**src/rtl/mips_hazard_pkg.sv**
```systemverilog
// Shared types and constants for the MIPS pipeline hazard / stall controller.
package mips_hazard_pkg;

  // Register-file index width
  localparam int REG_W = 5;

  // Default multiply/divide latency in cycles
  localparam int MD_LAT_DEFAULT = 32;

  // Multiply/divide unit occupancy state
  typedef enum logic [1:0] {
    IDLE = 2'd0,
    BUSY = 2'd1,
    DONE = 2'd2
  } md_state_e;

  // True when a nonzero register r is read by the ID-stage instruction
  function automatic logic reg_match(
    input logic [REG_W-1:0] r,
    input logic [REG_W-1:0] rs,
    input logic [REG_W-1:0] rt,
    input logic             uses_rt
  );
    return (r != {REG_W{1'b0}}) && ((r == rs) || (uses_rt && (r == rt)));
  endfunction

endpackage

```
**src/rtl/md_busy_timer.sv**
```systemverilog
// Multiply/divide occupancy timer: IDLE -> BUSY (MD_LAT-1 cycles) -> DONE (1 cycle).
// A new operation may start straight out of DONE; md_start is ignored while BUSY.
module md_busy_timer
  import mips_hazard_pkg::*;
#(
  parameter int MD_LAT = MD_LAT_DEFAULT
) (
  input  logic clk,
  input  logic rst,
  input  logic md_start,
  output logic md_busy,
  output logic md_done,
  output logic md_active
);

  // BUSY lasts cnt_load+1 cycles, so loading MD_LAT-2 gives MD_LAT-1 busy cycles
  localparam logic [5:0] CNT_LOAD = 6'(MD_LAT - 2);

  md_state_e  state_q, state_d;
  logic [5:0] cnt_q, cnt_d;

  // State and countdown registers; reset aborts any operation in flight
  always_ff @(posedge clk or posedge rst) begin
    if (rst) begin
      state_q <= IDLE;
      cnt_q   <= 6'd0;
    end else begin
      state_q <= state_d;
      cnt_q   <= cnt_d;
    end
  end

  // Next-state and countdown logic; cnt never decrements below zero
  always_comb begin
    state_d = state_q;
    cnt_d   = cnt_q;
    case (state_q)
      IDLE: begin
        if (md_start) begin
          state_d = BUSY;
          cnt_d   = CNT_LOAD;
        end else begin
          state_d = IDLE;
        end
      end
      BUSY: begin
        if (cnt_q == 6'd0) begin
          state_d = DONE;
        end else begin
          cnt_d = cnt_q - 6'd1;
        end
      end
      DONE: begin
        if (md_start) begin
          state_d = BUSY;
          cnt_d   = CNT_LOAD;
        end else begin
          state_d = IDLE;
        end
      end
      default: begin
        state_d = IDLE;
        cnt_d   = 6'd0;
      end
    endcase
  end

  // Status outputs decoded from the state register
  always_comb begin
    md_busy   = 1'b0;
    md_done   = 1'b0;
    md_active = 1'b0;
    case (state_q)
      IDLE: begin
        md_active = 1'b0;
      end
      BUSY: begin
        md_busy   = 1'b1;
        md_active = 1'b1;
      end
      DONE: begin
        md_done   = 1'b1;
        md_active = 1'b1;
      end
      default: begin
        md_active = 1'b0;
      end
    endcase
  end

endmodule

```
**src/rtl/pipeline_stall_ctrl.sv**
```systemverilog
// Pipeline stall/flush controller: load-use, branch-in-ID and mult/div hazards.
// Optional feature macro: STALL_PERF_EN enables a saturating stall-cycle counter.
module pipeline_stall_ctrl
  import mips_hazard_pkg::*;
#(
  parameter int MD_LAT = MD_LAT_DEFAULT
) (
  input  logic             clk,
  input  logic             rst,
  input  logic [REG_W-1:0] IFID_Rs,
  input  logic [REG_W-1:0] IFID_Rt,
  input  logic             IFID_UsesRt,
  input  logic             IFID_Branch,
  input  logic             IFID_MdUse,
  input  logic [REG_W-1:0] IDEX_Rd,
  input  logic             IDEX_RegWr,
  input  logic             IDEX_MemRd,
  input  logic [REG_W-1:0] EXMEM_Rd,
  input  logic             EXMEM_MemRd,
  input  logic             md_start,
  input  logic             branch_taken,
  output logic             PC_Wr,
  output logic             IFID_Wr,
  output logic             IFID_Flush,
  output logic             IDEX_Flush,
  output logic             md_busy,
  output logic             md_done,
  output logic [31:0]      perf_stall_cnt
);

  logic md_active_s;
  logic load_use_s;
  logic br_haz_s;
  logic md_haz_s;
  logic stall_s;

  md_busy_timer #(
    .MD_LAT (MD_LAT)
  ) u_md_timer (
    .clk       (clk),
    .rst       (rst),
    .md_start  (md_start),
    .md_busy   (md_busy),
    .md_done   (md_done),
    .md_active (md_active_s)
  );

  // Hazard detection; reset masks the stall so the pipeline stays writable
  always_comb begin
    load_use_s = IDEX_MemRd && reg_match(IDEX_Rd, IFID_Rs, IFID_Rt, IFID_UsesRt);
    br_haz_s   = IFID_Branch &&
                 ((IDEX_RegWr && reg_match(IDEX_Rd, IFID_Rs, IFID_Rt, IFID_UsesRt)) ||
                  (EXMEM_MemRd && reg_match(EXMEM_Rd, IFID_Rs, IFID_Rt, IFID_UsesRt)));
    md_haz_s   = IFID_MdUse && md_active_s;
    stall_s    = !rst && (load_use_s || br_haz_s || md_haz_s);
  end

  // Write enables and bubble inserts; a stall suppresses the taken-branch flush
  always_comb begin
    PC_Wr      = !stall_s;
    IFID_Wr    = !stall_s;
    IDEX_Flush = stall_s;
    IFID_Flush = !rst && branch_taken && !stall_s;
  end

`ifdef STALL_PERF_EN
  logic [31:0] perf_cnt_q, perf_cnt_d;

  // Saturating count of stalled cycles
  always_comb begin
    if (stall_s && (perf_cnt_q != 32'hFFFF_FFFF)) begin
      perf_cnt_d = perf_cnt_q + 32'd1;
    end else begin
      perf_cnt_d = perf_cnt_q;
    end
  end

  // Stall counter register
  always_ff @(posedge clk or posedge rst) begin
    if (rst) begin
      perf_cnt_q <= 32'd0;
    end else begin
      perf_cnt_q <= perf_cnt_d;
    end
  end

  assign perf_stall_cnt = perf_cnt_q;
`else
  assign perf_stall_cnt = 32'd0;
`endif

endmodule

```
**config.mk**
```make
export PLATFORM = sky130hd
export DESIGN_NAME = pipeline_stall_ctrl
export DESIGN_NICKNAME = d
export VERILOG_FILES = /design/src/rtl/mips_hazard_pkg.sv /design/src/rtl/md_busy_timer.sv /design/src/rtl/pipeline_stall_ctrl.sv
export SDC_FILE = /design/constraint.sdc
export NUM_CORES = 1
export LEC_CHECK = 0
export CAP_MARGIN = 30
export CORE_MARGIN = 4
export CORE_UTILIZATION = 37
export CTS_CLUSTER_SIZE = 10
export DETAILED_ROUTE_END_ITERATION = 7
export PLACE_DENSITY = 0.83
export SLEW_MARGIN = 20
export SYNTH_ARGS = -nofsm -noshare
export SYNTH_HDL_FRONTEND = slang
export SYNTH_SLANG_ARGS = --single-unit
```
**constraint.sdc**
```tcl
create_clock -name clk -period 1.95 [get_ports clk]
set_clock_uncertainty 0.15 [all_clocks]
set_input_delay 0.2925 -clock clk [delete_from_list [all_inputs] [get_ports clk]]
set_output_delay 0.2925 -clock clk [all_outputs]
set_load 0.01 [all_outputs]
```
==> out/metrics.yaml <==
synthesis:
  synth.avg_cell_area_um2: 7.94
  syn_area_mm2: 0.00106
  ys_seq_area_share_pct: 18.8
  async_flop_share_pct: 100
  synth_edf_count: 0
  synth_ff_type: "dfrtp_1"
  yosysWarnings: 0
  syn_inst: 134
  synth_cell_types: 34
  ys_seq_elements: 8
power:
  p_per_area_mw_per_mm2: 675
  peakVddDrop_v: 0.000519
  swShare_pct: 42.7
  switching_power_uw: 441
  p_clk_share_pct: 12.6
  p_comb_share_pct: 60.7
  p_leak_uw: 0.000737
  power_frac_seq_pct: 26.6
  finalPower_uw: 1030
  p_int_uw: 591
cts:
  cts_buffers: 3
  cts_root_buffer: "clkbuf_4"
  htreeDepth: 1
  path_clk_slew_ps: 60
  cts_tree: "done"
  cts.sinks: 8
  holdBufCountCts: 0
  clk_path_buf_depth: 2
  insertion_delay_ps: 260
critical_path:
  ff2ff_path_depth: 8
  path_depth: 8
  cp_num_buf_inv: 3
  critPathTopFamily: "buffers and inverters"
  crit_required_ps: 1510
  worstReg2RegStart: "u_md_timer.state_q[0]$_DFFE_PP0P_"
  critPathLaunchType: "input pin"
  critPathArrivalTime_ps: 1550
  slowest_stage: "clkdlybuf4s15_2"
  critical-path-max-stage-delay_ps: 200
  critPathLaunch: "IFID_Rs[0]"
  r2r_setup_slack_ps: 150
  critPathKind: "input pin to primary output"
  crit_chain: "clkdlybuf4s15_2, xnor2_1, nand3_2, o22ai_4, o2111ai_4, buf_6, a31oi_1, buf_2"
  worstSetupEndpointType: "primary output"
  crit_end: "IDEX_Flush"
  reg2reg_to: "u_md_timer.cnt_q[5]$_DFFE_PP0P_"
  worst-path-max-fanout: 3
die:
  die_h_um: 61.6
  io_pins: 68
  row_count: 19
  core_area_mm2: 0.00276
  dieWidth_um: 61.6
  dieArea_mm2: 0.00380
  start_util_pct: 38.6
layout:
  drive_gt1_share_pct: 32.1
  area_delta_synth_final_pct: 43.8
  diodes: 0
  num-nets-final: 225
  final_area_mm2: 0.00153
  fill_cells: 261
timing:
  finalMaxSlewViolations: 0
  fmax_mhz: 503
  hold_violations: 0
  setup_slack_ps: -39.8
  fin_crit_sh_pct: 102
  setup_viol: 3
  rsz0062_at_grt: "yes"
  final.min_clock_period_ps: 1990
  fin_hold_ws_ps: 286
detailed_routing:
  num_vias: 1000
  drc_errors: 0
  ant_nets: 0
  dr.pass1.iters: 4
  drtIter0Drc: 38
  routedWlPerCell_um: 12.4
  drt-total-wl_um: 2710
  drt-vias-per-instance: 4.59
placed_design:
  port_buffers: 35
  dpl_cell_area_mm2: 0.00144
  gp_congestion: 0.875
  dp_hpwl_um: 2110
global_route:
  first_global_vias: 1020
  antenna_found_initial: 0
  overflow: 0
  grt_max_degree: 12
  grt_first_pass_wirelength_um: 4210
  grt_use_total_pct: 15.3
run:
  cap_violations: 0
worst_hold_path:
  hp-class: "input pin to async pin"
outcome:
  violations: "setup timing"
  status: "complete, but fails checks"
synthesized netlist by cell type (2+ instances only):
| cell type | n | area [um2] |
|---|---|---|
| buf_4 | 33 | 248 |
| xnor2_1 | 14 | 123 |
| nor2_1 | 13 | 48.8 |
| dfrtp_1 | 8 | 200 |
| o21ai_0 | 8 | 40.0 |
| ha_1 | 6 | 75.1 |
| inv_1 | 6 | 22.5 |
| xor2_1 | 6 | 52.6 |
| a21oi_1 | 5 | 25.0 |
| nand2_1 | 5 | 18.8 |
| nand2b_1 | 3 | 18.8 |
| nor3_1 | 3 | 15.0 |
| nand3_1 | 2 | 10.0 |
| o31ai_1 | 2 | 15.0 |
worst min-delay path by stage:
stage	from	endpoint	depth (start not counted)	slack (ps)
after floorplan	rst	u_md_timer.cnt_q[0]$_DFFE_PP0P_	1	-40
after global placement	u_md_timer.cnt_q[5]$_DFFE_PP0P_	u_md_timer.cnt_q[5]$_DFFE_PP0P_	1	330
after detailed placement	u_md_timer.cnt_q[5]$_DFFE_PP0P_	u_md_timer.cnt_q[5]$_DFFE_PP0P_	1	330
after CTS	rst	u_md_timer.cnt_q[2]$_DFFE_PP0P_	3	290
after global routing	rst	u_md_timer.cnt_q[2]$_DFFE_PP0P_	3	320
final	rst	u_md_timer.cnt_q[2]$_DFFE_PP0P_	3	290
kinds of logic after synthesis:
logic type | after synthesis | share of synthesized area [%]
buffers and inverters | 40 | 25.9
and+or+nand+nor | 35 | 16.9
AOI/OAI and AO/OA | 24 | 14.5
xor gates and xnor gates | 20 | 16.5
DFF | 8 | 18.8
adders and majority gates | 6 | 7.06
other | 1 | 0.353
stage by stage:
stage,utilization [%],cells,setup TNS [ps],setup WS (ps)
3_3_place_gp,52.4,214,-2880,-746
4_1_cts,55.4,218,-58.7,-58.7
5_1_grt,55.4,218,-270,-102
3_5_place_dp,52.4,214,-2950,-758
2_1_floorplan,-,165,0,148
6_report,55.4,218,-79.6,-39.8
layer usage:
layer  vias to the layer above  GRT usage, %  wire length, um
met5                         -             0                0
met2                        41          29.9             1530
met4                         0          5.76               73
li1                        497             -                -
met1                       452          14.0              869
met3                        10          5.66              233
what timing repair did:
action	CTS	global route
endpoints found under the hold margin	0	0
pin swaps	24	12
resized for setup	107	5
setup endpoints to repair	6	4
setup buffers	1	0
area by class of cell:
class | instances | area (um2) | area share (%)
flip-flops and latches | 8 | 200 | 13.1
clock buffers | 3 | 22.5 | 1.47
inverters | 6 | 22.5 | 1.47
multi-input cells | 117 | 806 | 52.7
repair buffers | 53 | 439 | 28.7
well taps | 31 | 38.8 | 2.54
power groups by stage:
stage | Combinational [uW] | Sequential, uW | Clock (uW)
after floorplan | 416 | 270 | 0
after global placement | 608 | 275 | 0
after detailed placement | 623 | 278 | 0
after CTS | 622 | 275 | 135
after global routing | 709 | 285 | 144
final | 627 | 275 | 130
flip-flops by register name (all words and copies together) (netlist names):
register / count
u_md_timer.cnt_q: 6
u_md_timer.state_q: 2
placed cells by master, fill, tap and decap left out, drive strengths merged, types with 2 or more instances in the layout:
cell type	netlist	final
and3	2	2
nand2b	3	3
o21ai	9	9
xor2	6	6
nor2	14	14
ha	6	6
clkbuf	0	4
clkdlybuf4s50	0	8
a21oi	5	5
conb	1	32
inv	6	6
dfrtp	8	8
nand2	5	5
o31ai	2	2
nand3	2	2
xnor2	14	14
dlygate4sd2	0	4
nor3	3	3
buf	34	34
clkdlybuf4s15	0	6
tightest hold or removal path: cells and delay by family:
family	cells	cell delay, ps
buffers and inverters	3	800
Power figures use the tool's default switching activity.
